===== src/rtl/vga_pkg.sv =====
// Shared VGA/mouse definitions: coordinate width, screen limits, cursor size
// and the click-detection state encoding.
package vga_pkg;

  localparam int unsigned POS_W     = 12;
  localparam int unsigned X_MAX_DEF = 1011;
  localparam int unsigned Y_MAX_DEF = 751;
  localparam int unsigned CURSOR_W  = 12;
  localparam int unsigned CURSOR_H  = 20;

  typedef enum logic [1:0] {
    CLICK_IDLE    = 2'd0,
    CLICK_PRESSED = 2'd1,
    CLICK_PENDING = 2'd2
  } click_state_e;

endpackage


===== src/rtl/btn_debounce.sv =====
// Two-flop synchronizer followed by a stability counter; the held level only
// follows the input once it has disagreed for DEB_CYCLES consecutive samples.
module btn_debounce #(
  parameter int unsigned DEB_CYCLES = 16
) (
  input  logic clk,
  input  logic rst,
  input  logic btn_in,
  output logic btn_held
);

  localparam int unsigned CNT_W = $clog2(DEB_CYCLES) + 1;

  logic             sync1_q, sync1_d;
  logic             sync2_q, sync2_d;
  logic             held_q, held_d;
  logic [CNT_W-1:0] cnt_q, cnt_d;

  always_ff @(posedge clk or negedge rst) begin
    if (!rst) begin
      sync1_q <= 1'b0;
      sync2_q <= 1'b0;
      held_q  <= 1'b0;
      cnt_q   <= '0;
    end else begin
      sync1_q <= sync1_d;
      sync2_q <= sync2_d;
      held_q  <= held_d;
      cnt_q   <= cnt_d;
    end
  end

  // Count only while the synced level disagrees with the accepted level.
  always_comb begin
    sync1_d = btn_in;
    sync2_d = sync1_q;
    held_d  = held_q;
    cnt_d   = '0;
    if (sync2_q != held_q) begin
      if (cnt_q == CNT_W'(DEB_CYCLES - 1)) begin
        held_d = ~held_q;
      end else begin
        cnt_d = cnt_q + CNT_W'(1);
      end
    end
  end

  assign btn_held = held_q;

endmodule


===== src/rtl/mouse_frame_sync.sv =====
// Frame-synchronous mouse front end: clamps and latches the cursor position
// once per frame and turns debounced left-button presses into frame-aligned clicks.
module mouse_frame_sync
  import vga_pkg::*;
#(
  parameter int unsigned X_MAX      = X_MAX_DEF,
  parameter int unsigned Y_MAX      = Y_MAX_DEF,
  parameter int unsigned DEB_CYCLES = 16
) (
  input  logic             clk,
  input  logic             rst,
  input  logic [POS_W-1:0] xpos_in,
  input  logic [POS_W-1:0] ypos_in,
  input  logic             left_in,
  input  logic             vblnk,
  output logic [POS_W-1:0] xpos,
  output logic [POS_W-1:0] ypos,
  output logic             left_held,
  output logic             left_click,
  output logic             frame_tick
);

  logic             vblnk_q, vblnk_d;
  logic             vblnk_q2, vblnk_d2;
  logic [POS_W-1:0] xin_q, xin_d;
  logic [POS_W-1:0] yin_q, yin_d;
  logic [POS_W-1:0] xpos_q, xpos_d;
  logic [POS_W-1:0] ypos_q, ypos_d;
  logic             frame_tick_q, frame_tick_d;
  logic             left_click_q, left_click_d;
  logic             held_prev_q, held_prev_d;
  click_state_e     state_q, state_d;
  logic             held;
  logic             tick_c;
  logic             held_rise_c;
  logic             held_fall_c;

  btn_debounce #(
    .DEB_CYCLES (DEB_CYCLES)
  ) u_left_deb (
    .clk      (clk),
    .rst      (rst),
    .btn_in   (left_in),
    .btn_held (held)
  );

  // vblnk pipeline resets high so a blanking interval already in progress
  // at reset release is not mistaken for a new frame.
  always_ff @(posedge clk or negedge rst) begin
    if (!rst) begin
      vblnk_q      <= 1'b1;
      vblnk_q2     <= 1'b1;
      xin_q        <= '0;
      yin_q        <= '0;
      xpos_q       <= '0;
      ypos_q       <= '0;
      frame_tick_q <= 1'b0;
      left_click_q <= 1'b0;
      held_prev_q  <= 1'b0;
      state_q      <= CLICK_IDLE;
    end else begin
      vblnk_q      <= vblnk_d;
      vblnk_q2     <= vblnk_d2;
      xin_q        <= xin_d;
      yin_q        <= yin_d;
      xpos_q       <= xpos_d;
      ypos_q       <= ypos_d;
      frame_tick_q <= frame_tick_d;
      left_click_q <= left_click_d;
      held_prev_q  <= held_prev_d;
      state_q      <= state_d;
    end
  end

  assign tick_c      = vblnk_q & ~vblnk_q2;
  assign held_rise_c = held & ~held_prev_q;
  assign held_fall_c = ~held & held_prev_q;

  // Position clamp/latch and click FSM next-state.
  always_comb begin
    vblnk_d      = vblnk;
    vblnk_d2     = vblnk_q;
    xin_d        = xpos_in;
    yin_d        = ypos_in;
    xpos_d       = xpos_q;
    ypos_d       = ypos_q;
    frame_tick_d = tick_c;
    left_click_d = 1'b0;
    held_prev_d  = held;
    state_d      = state_q;

    if (tick_c) begin
      xpos_d = (xin_q > POS_W'(X_MAX)) ? POS_W'(X_MAX) : xin_q;
      ypos_d = (yin_q > POS_W'(Y_MAX)) ? POS_W'(Y_MAX) : yin_q;
    end

    unique case (state_q)
      CLICK_IDLE: begin
        if (held_rise_c) state_d = CLICK_PRESSED;
      end
      CLICK_PRESSED: begin
        if (held_fall_c) state_d = CLICK_PENDING;
      end
      CLICK_PENDING: begin
        // A press starting on the emit cycle is carried straight into PRESSED.
        if (tick_c) begin
          left_click_d = 1'b1;
          state_d      = held_rise_c ? CLICK_PRESSED : CLICK_IDLE;
        end
      end
      default: state_d = CLICK_IDLE;
    endcase
  end

  assign xpos       = xpos_q;
  assign ypos       = ypos_q;
  assign left_held  = held;
  assign left_click = left_click_q;
  assign frame_tick = frame_tick_q;

endmodule


===== config.mk =====
export PLATFORM = sky130hd
export DESIGN_NAME = mouse_frame_sync
export DESIGN_NICKNAME = d
export VERILOG_FILES = /design/src/rtl/vga_pkg.sv /design/src/rtl/btn_debounce.sv /design/src/rtl/mouse_frame_sync.sv
export SDC_FILE = /design/constraint.sdc
export NUM_CORES = 1
export LEC_CHECK = 0
export ABC_AREA = 1
export CAP_MARGIN = 10
export CORE_MARGIN = 2
export CORE_UTILIZATION = 49
export DETAILED_ROUTE_END_ITERATION = 10
export HOLD_SLACK_MARGIN = 0.08
export PLACE_DENSITY = 0.79
export REMOVE_ABC_BUFFERS = 1
export SLEW_MARGIN = 20
export SYNTH_ARGS = -nofsm -noshare
export SYNTH_HDL_FRONTEND = slang
export SYNTH_SLANG_ARGS = --single-unit
export TNS_END_PERCENT = 1

===== constraint.sdc =====
create_clock -name clk -period 3.73 [get_ports clk]
set_clock_uncertainty 0.2 [all_clocks]
set_input_delay 0.746 -clock clk [delete_from_list [all_inputs] [get_ports clk]]
set_output_delay 0.746 -clock clk [all_outputs]
set_load 0.02 [all_outputs]

* Yosys cells after proc, flatten, opt, wreduce, memory -nomap -nowiden
Index checks and enable logic that the tools add are counted.
Widths: inputs -> output; s select.
** Word-level totals
- Register bits :: 63
- Output and inout bits :: 27
- Input port bits :: 28
- Word-level logic and storage cells :: 44
** Cells by class
- Reduce and logical (&&, ||, !) cells :: 3
- Order comparisons :: 2
- Bitwise gates (word level) :: 6
- Multiplexer cells :: 11
- $add $sub $neg :: 1
- Equal/unequal tests :: 7
** Operator list (number)
- $gt 12x10->1 const B :: 2
- $mux 12 :: 2
- $mux 5 :: 2
- $mux 2 :: 3
- $ne 2x2->1 const B :: 3
- $pmux 2 s3 :: 1
- $add 5x1->5 const B :: 1
- $eq 5x4->1 const B :: 1
- $and 1x1->1 :: 3
- $mux 1 :: 3
- $not 1->1 :: 3
- $reduce_and 3->1 :: 1
- $eq 2x1->1 const B :: 1
- $eq 2x2->1 const B :: 1
- $logic_not 2->1 :: 1
- $reduce_and 2->1 :: 1
- $ne 1x1->1 :: 1

* Depth between registers and ports, before layout
Gate-level depths: netlist of the first run.
- Depth after elaboration :: 5
- Gate-level depth with buffers :: 7
- Depth with buffers taken out :: 7

* By module
A second synthesis of the first run with hierarchy kept.
** Unflattened totals
- Cells, all modules :: 228
- Area, all modules :: 2329.7 um^2
** Modules (own cells, without submodules)
- mouse_frame_sync :: area each 2006.9 um^2, instances 1, cells each 193
- btn_debounce :: area each 322.8 um^2, instances 1, cells each 35

* Worst setup path before layout of the first run
No wires, ideal clock.
- Kind :: reg2out
- Start point :: reg u_left_deb.held_q (netlist: u_left_deb.btn_held)
- End point :: out left_held
- Stages on the path, launching flop included :: 1
- Setup slack :: 2.297 ns
- Data arrival time :: 0.487 ns
- Required time :: 2.784 ns
- Path buffers :: 0
- Path through :: dfrtp_1
** RTL lines
- start, declared :: line btn_debounce.sv:16 : logic held_q, held_d;
- start signal, assigned :: line btn_debounce.sv:28 : held_q <= held_d;
- end, declared :: line mouse_frame_sync.sv:18 : output logic left_held,
No word-level cell between the ends.

* Worst setup path after layout of the first run
- Start point :: reg u_left_deb.held_q (netlist: u_left_deb.btn_held)
- End point :: out left_held
No word-level cell between the ends.

==> results of run 1 <==
## metal layers
layer,part of all wire,wire [um],up-vias,track usage
met5,0,0,-,0
met4,0.0066,27,0,0.0741
met3,0.067,272,2,0.0653
met2,0.47,1920,59,0.273
met1,0.46,1860,732,0.232
li1,-,-,792,-
## report_power, final
group	leakage (nW)	total, W	internal [W]	switching, W
sequential	0.735	0.000736	0.000719	0.0000164
clock	0.109	0.000621	0.000371	0.000250
combinational	0.573	0.000147	0.0000726	0.0000742
## placed cells by master (no fill, tap or decap), drive strengths merged
cell | Yosys | routed
bufinv | 0 | 2
buf | 4 | 3
xnor2 | 1 | 1
nor3b | 1 | 1
or2 | 15 | 15
clkinvlp | 0 | 1
dfrtp | 61 | 61
nor2 | 34 | 34
clkbuf | 0 | 9
ha | 1 | 1
nor3 | 1 | 1
dfstp | 2 | 2
clkinv | 0 | 4
clkdlybuf4s50 | 0 | 53
o21a | 1 | 1
inv | 29 | 29
nand2b | 1 | 1
o21ai | 5 | 5
xor2 | 1 | 1
nand2 | 42 | 42
a21o | 1 | 1
nand3b | 1 | 1
nand3 | 19 | 19
## synthesized netlist by cell type
cell type / n
a21o_1: 1
buf_2: 2
buf_6: 2
dfrtp_1: 61
dfstp_2: 2
ha_1: 1
inv_1: 28
inv_4: 1
nand2_1: 41
nand2_4: 1
nand2b_1: 1
nand3_1: 19
nand3b_1: 1
nor2_1: 33
nor2_2: 1
nor3_1: 1
nor3b_1: 1
o21a_1: 1
o21ai_0: 2
o21ai_1: 3
or2_0: 1
or2_1: 8
or2_2: 6
xnor2_1: 1
xor2_1: 1
## area by class of cell
type / instances / area [um2] / share of cell area
inverter: 29 / 111 / 0.0359
clock buffer: 9 / 124 / 0.0400
timing repair buffer: 56 / 553 / 0.178
sequential: 63 / 1580 / 0.509
tap: 52 / 65.1 / 0.0210
multi-input combinational: 124 / 581 / 0.187
clock inverter: 7 / 87.6 / 0.0282
## registers in the layout, indices dropped and copies added, names as in the netlist
register,cells
state_q,2
xin_q,12
ypos,12
u_left_deb.sync2_q,1
u_left_deb.cnt_q,5
u_left_deb.sync1_q,1
frame_tick,1
vblnk_q2,1
held_prev_q,1
vblnk_d2,1
yin_q,12
u_left_deb.btn_held,1
left_click,1
xpos,12
## per-stage QoR
stage                     utilization  setup WS, ps
after floorplan                     -          2250
after global placement          0.649          1700
after detailed placement        0.649          1680
after CTS                       0.697          1380
after global routing            0.698          1330
final                           0.698          1390
## cell families (layout without fill, tap and decap cells)
kind of cell | after synthesis | count (layout) | share of synthesized area
buffers and inverters | 33 | 101 | 0.0625
adders and majority gates | 1 | 1 | 0.00543
xor gates and xnor gates | 2 | 2 | 0.00761
and+or+nand+nor | 114 | 114 | 0.222
AOI/OAI and AO/OA | 7 | 7 | 0.0174
DFF | 63 | 63 | 0.685
## worst paths after layout
kind	end	slack [ps]	cells after the start
worst max-delay path	left_held	1390	1
worst min-delay path	u_left_deb.sync2_q$_DFF_PN0_	150	0
worst max register to register	ypos[5]$_DFFE_PN0P_	2050	6
worst min register to register	u_left_deb.sync2_q$_DFF_PN0_	150	0
max in group asynchronous	vblnk_q2$_DFF_PN1_	2420	2
min in group asynchronous	yin_q[9]$_DFF_PN0_	220	1
==> metrics, run 1 <==
Post-Place Cells=324; Tmin final=2340 ps; overall routing resource usage=0.179; Final HPWL DP=2700 um; GR Overflow Total=0; Seq cells post-synth=63; Sum Neg Setup Slack=0 ps; Slew Viols, Final=0; final hold vios=0; die area=0.00527 mm2; fin cells=340; largest stage delay on the critical path=640 ps; HP Class=flip-flop to flip-flop; CP bufs+invs=1; Post-Syn Instances=220; placeable core area=0.00444 mm2; worst hold margin=152 ps; CP Launch Type=flip-flop; Pleak=1.42 nW; worst-case clock buffer depth=2; Hold Startpoint=u_left_deb.sync1_q$_DFF_PN0_; Starting Density=0.518; top cells by area, synth=dfrtp_1, nand2_1, nor2_1; CP max FO=6; outcome=completed; # clock sinks=63; clk_lat worst skew=320 ps; Yosys top cell area share=0.663; I/O Pins=55; Die Width=72.6 um; # hold bufs at CTS=0; Fmax=427 MHz; synth-to-layout area growth=34.6%; initial drt markers=104; post-CTS sizing=0; largest net degree at the start of global routing=50; routability cong.=0.789; max_cap viols=0; Crit-path slowest cell=clkdlybuf4s50_1; Tightest Pin Transition=610 ps; number of routed nets with antenna violations=0; layout cells sized above 1=0.104; Final setup viols=0; DR DRC count=0; WL/cell=12.0 um; R2R Path Start=vblnk_q2$_DFF_PN1_; antenna violations before repair=0; RSZ-0062 raised after global routing=no; wirelength, routed=4090 um; yosys warns=0; PwrDens=485 mW/mm2; Critical Path Source=u_left_deb.btn_held$_DFFE_PN0P_; Design Area, Final=0.00310 mm2; post-route clock period utilization=0.627; DP Area=0.00289 mm2; mapped cell area=0.00230 mm2; die height=72.6 um; Worst-path clk slew=70 ps; vias in the first global route=1559; # diodes=0; critical path arrival=1390 ps; post-synthesis sequential area ratio=0.685; first-pass GRT wire length=6960 um; Power Total=0.00150 W; worst path required time=2780 ps; Crit Path Class=flip-flop to output pin; FILL cells=346; First-pass DRT Iterations=4; Rel. slew slack=0.593; delay-heaviest family, CP=buffers and inverters; # nets final=312; CTS tree=yes; H-Tree Depth=3; CP Capture Type=output pin; Yosys cell types=25; Root Driver=clkbuf_8; synthesized area per cell=10.5 um2; via count=1585; total CTS buffers=9; peak supply drop=0.277 mV; Post-CTS Setup Repair Bufs=0; Yosys top cell by area=dfrtp_1; post-DR vias/cell=4.66; count of buffers from port buffering=54; num rows=24; cell chain of the critical path=clkdlybuf4s50_1
No activity file was read; power rests on OpenSTA's default activity.
==> inputs of run 2 (changes only) <==
Settings changed: CORE_UTILIZATION 49 to 44, PLACE_DENSITY 0.79 to 0.75.
Clock period 3.73 ns to 2 ns, I/O delays scaled along.
==> run 2 against run 1 <==
Net effect:
- sequential share of layout area barely moved
- setup slack got worse by 1300 ps
- register-to-register slack worse by 1700 ps
- global-route usage fell by 1.1 points
- worst hold slack lost 2.1 ps
- count of clock-buffer cells in the layout increased by 3
- critical path type unchanged
- core utilization down 8.7 points
- wire length grew 1.8%
- via count up 0.38%
==> metrics, run 2 (synthesized netlist as in run 1, its figures left out) <==
Register Area=0.00158 mm2 (unchanged); num rows=26 (was 24); CP Capture Type=output pin (unchanged); GR Overflow Total=0 (unchanged); number of routed nets with antenna violations=0 (unchanged); Final HPWL DP=2740 um (was 2700 um); worst path required time=1400 ps (was 2780 ps); I/O Pins=55 (unchanged); CP bufs+invs=1 (unchanged); Slew Viols, Final=0 (unchanged); clk_lat worst skew=330 ps (was 320 ps); wirelength, routed=4160 um (was 4090 um); hold path cells=0 (unchanged); total CTS buffers=9 (unchanged); Post-CTS Setup Repair Bufs=0 (unchanged); Register-to-Register Path Depth=6 (unchanged); footprint of the multi-input gates=581 um2 (unchanged); FILL cells=454 (was 346); DR DRC count=0 (unchanged); Crit Path Class=flip-flop to output pin (unchanged); critical path arrival=1320 ps (was 1390 ps); H-Tree Depth=3 (unchanged); cell chain of the critical path=clkdlybuf4s50_1 (unchanged); most frequent cells in the layout=dfrtp_1, clkdlybuf4s50_1, nand2_1, nor2_1, inv_1 (unchanged); Rel. slew slack=0.780 (was 0.593); die height=76.4 um (was 72.6 um); Crit-path slowest cell=clkdlybuf4s50_1 (unchanged); CTS tree=yes (unchanged); largest net degree at the start of global routing=64 (was 50); post-DR vias/cell=4.44 (was 4.66); first-pass GRT wire length=7460 um (was 6960 um); outcome=completed (unchanged); Fmax=521 MHz; # nets final=312 (unchanged); synth-to-layout area growth=34.5% (was 34.6%); routability cong.=0.762 (was 0.789); antenna violations before repair=0 (unchanged); RSZ-0062 raised after global routing=no (unchanged); vias in the first global route=1603 (was 1559); Tightest Pin Transition=330 ps (was 610 ps); First-pass DRT Iterations=4 (unchanged); PwrDens=840 mW/mm2 (was 485 mW/mm2); peak supply drop=0.588 mV (was 0.277 mV); CP max FO=2 (was 6); Starting Density=0.454 (was 0.518); post-route clock period utilization=0.959; Tmin final=1920 ps; # clock sinks=63 (unchanged); max_cap viols=0 (unchanged); CP Depth=1 (unchanged); Root Driver=clkbuf_8 (unchanged); Pleak=1.41 nW (was 1.42 nW); overall routing resource usage=0.167 (was 0.179); Die Width=76.4 um (was 72.6 um); Sum Neg Setup Slack=0 ps (unchanged); final hold vios=0 (unchanged); layout cells sized above 1=0.0972 (was 0.104); largest stage delay on the critical path=610 ps (was 640 ps); Power Total=0.00260 W (was 0.00150 W); most common cell after layout, fill and taps aside=dfrtp_1 (unchanged); die area=0.00583 mm2 (was 0.00527 mm2); Worst-path clk slew=70 ps (about the same); CP Launch Type=flip-flop (unchanged); # diodes=0 (unchanged); count of buffers from port buffering=54 (unchanged); WL/cell=11.6 um (was 12.0 um); final core occ=0.610 (was 0.698); worst-case clock buffer depth=2 (unchanged); placeable core area=0.00507 mm2 (was 0.00444 mm2); via count=1591 (was 1585); initial drt markers=56 (was 104); HP Class=flip-flop to flip-flop (unchanged); Final setup viols=0 (unchanged); R2R Setup Slk=370 ps (was 2050 ps); delay-heaviest family, CP=buffers and inverters (unchanged)
[run 2: cell types whose count changed in the layout (fill, tap and decap cells not counted)]
cell,delta
clkbuf_1,+1
dlygate4sd3_1,+1
clkinvlp_4,-1
buf_4,-3
bufinv_16,-2
clkdlybuf4s50_1,-1
dlygate4sd2_1,+1
buf_2,+1
buf_12,+1
clkbuf_8,+2
[run 2: what timing repair did]
action,in CTS,in global routing
hold buffers,1,0
gates resized for setup,1,0
hold endpoints to repair,61,0
endpoints found under the setup margin,1,0
[run 2: stage by stage]
stage	worst slack [ps]	cell area (um2)	hold WS [ps]	instances
5_1_grt	34.5	3100	160	358
3_5_place_dp	345	2910	140	341
2_1_floorplan	521	2270	-95.6	216
3_3_place_gp	369	2910	141	341
4_1_cts	49.6	3100	155	358
6_report	81.6	3100	150	358
[run 2: worst paths after layout]
| check | start | end |
|---|---|---|
| max in group asynchronous | rst | vblnk_d2$_DFF_PN1_ |
| hold reg to reg | u_left_deb.sync1_q$_DFF_PN0_ | u_left_deb.sync2_q$_DFF_PN0_ |
| setup reg to reg | vblnk_q2$_DFF_PN1_ | ypos[0]$_DFFE_PN0P_ |
| min in group asynchronous | rst | ypos[9]$_DFFE_PN0P_ |
| setup / recovery | xpos[3]$_DFFE_PN0P_ | xpos[3] |
| hold / removal | u_left_deb.sync1_q$_DFF_PN0_ | u_left_deb.sync2_q$_DFF_PN0_ |
[run 2: layer usage]
metal	routed length [um]	global-route usage	vias up
met2	2090	0.278	40
li1	-	-	794
met5	0	0	-
met1	1800	0.193	748
met4	50	0.0600	0
met3	219	0.0746	9
[run 2: layout make-up]
cell class / instances / share of cell area
tap: 70 / 0.0283
clock buffer: 12 / 0.0501
clock inverter: 4 / 0.00646
sequential: 63 / 0.510
inverter: 29 / 0.0359
timing repair buffer: 56 / 0.182
multi-input combinational: 124 / 0.187
[run 2: worst register-to-register path, delay by kind of cell, from the launching register on]
kind	cells	cell delay, ps
DFF	1	510
buffers and inverters	3	250
and+or+nand+nor	3	570
[run 2: where the power goes]
part	leakage, nW	internal (W)	switching (W)	total, W
clock	0.0959	0.000508	0.000445	0.000953
sequential	0.735	0.00134	0.0000336	0.00138
combinational	0.581	0.000138	0.000136	0.000274
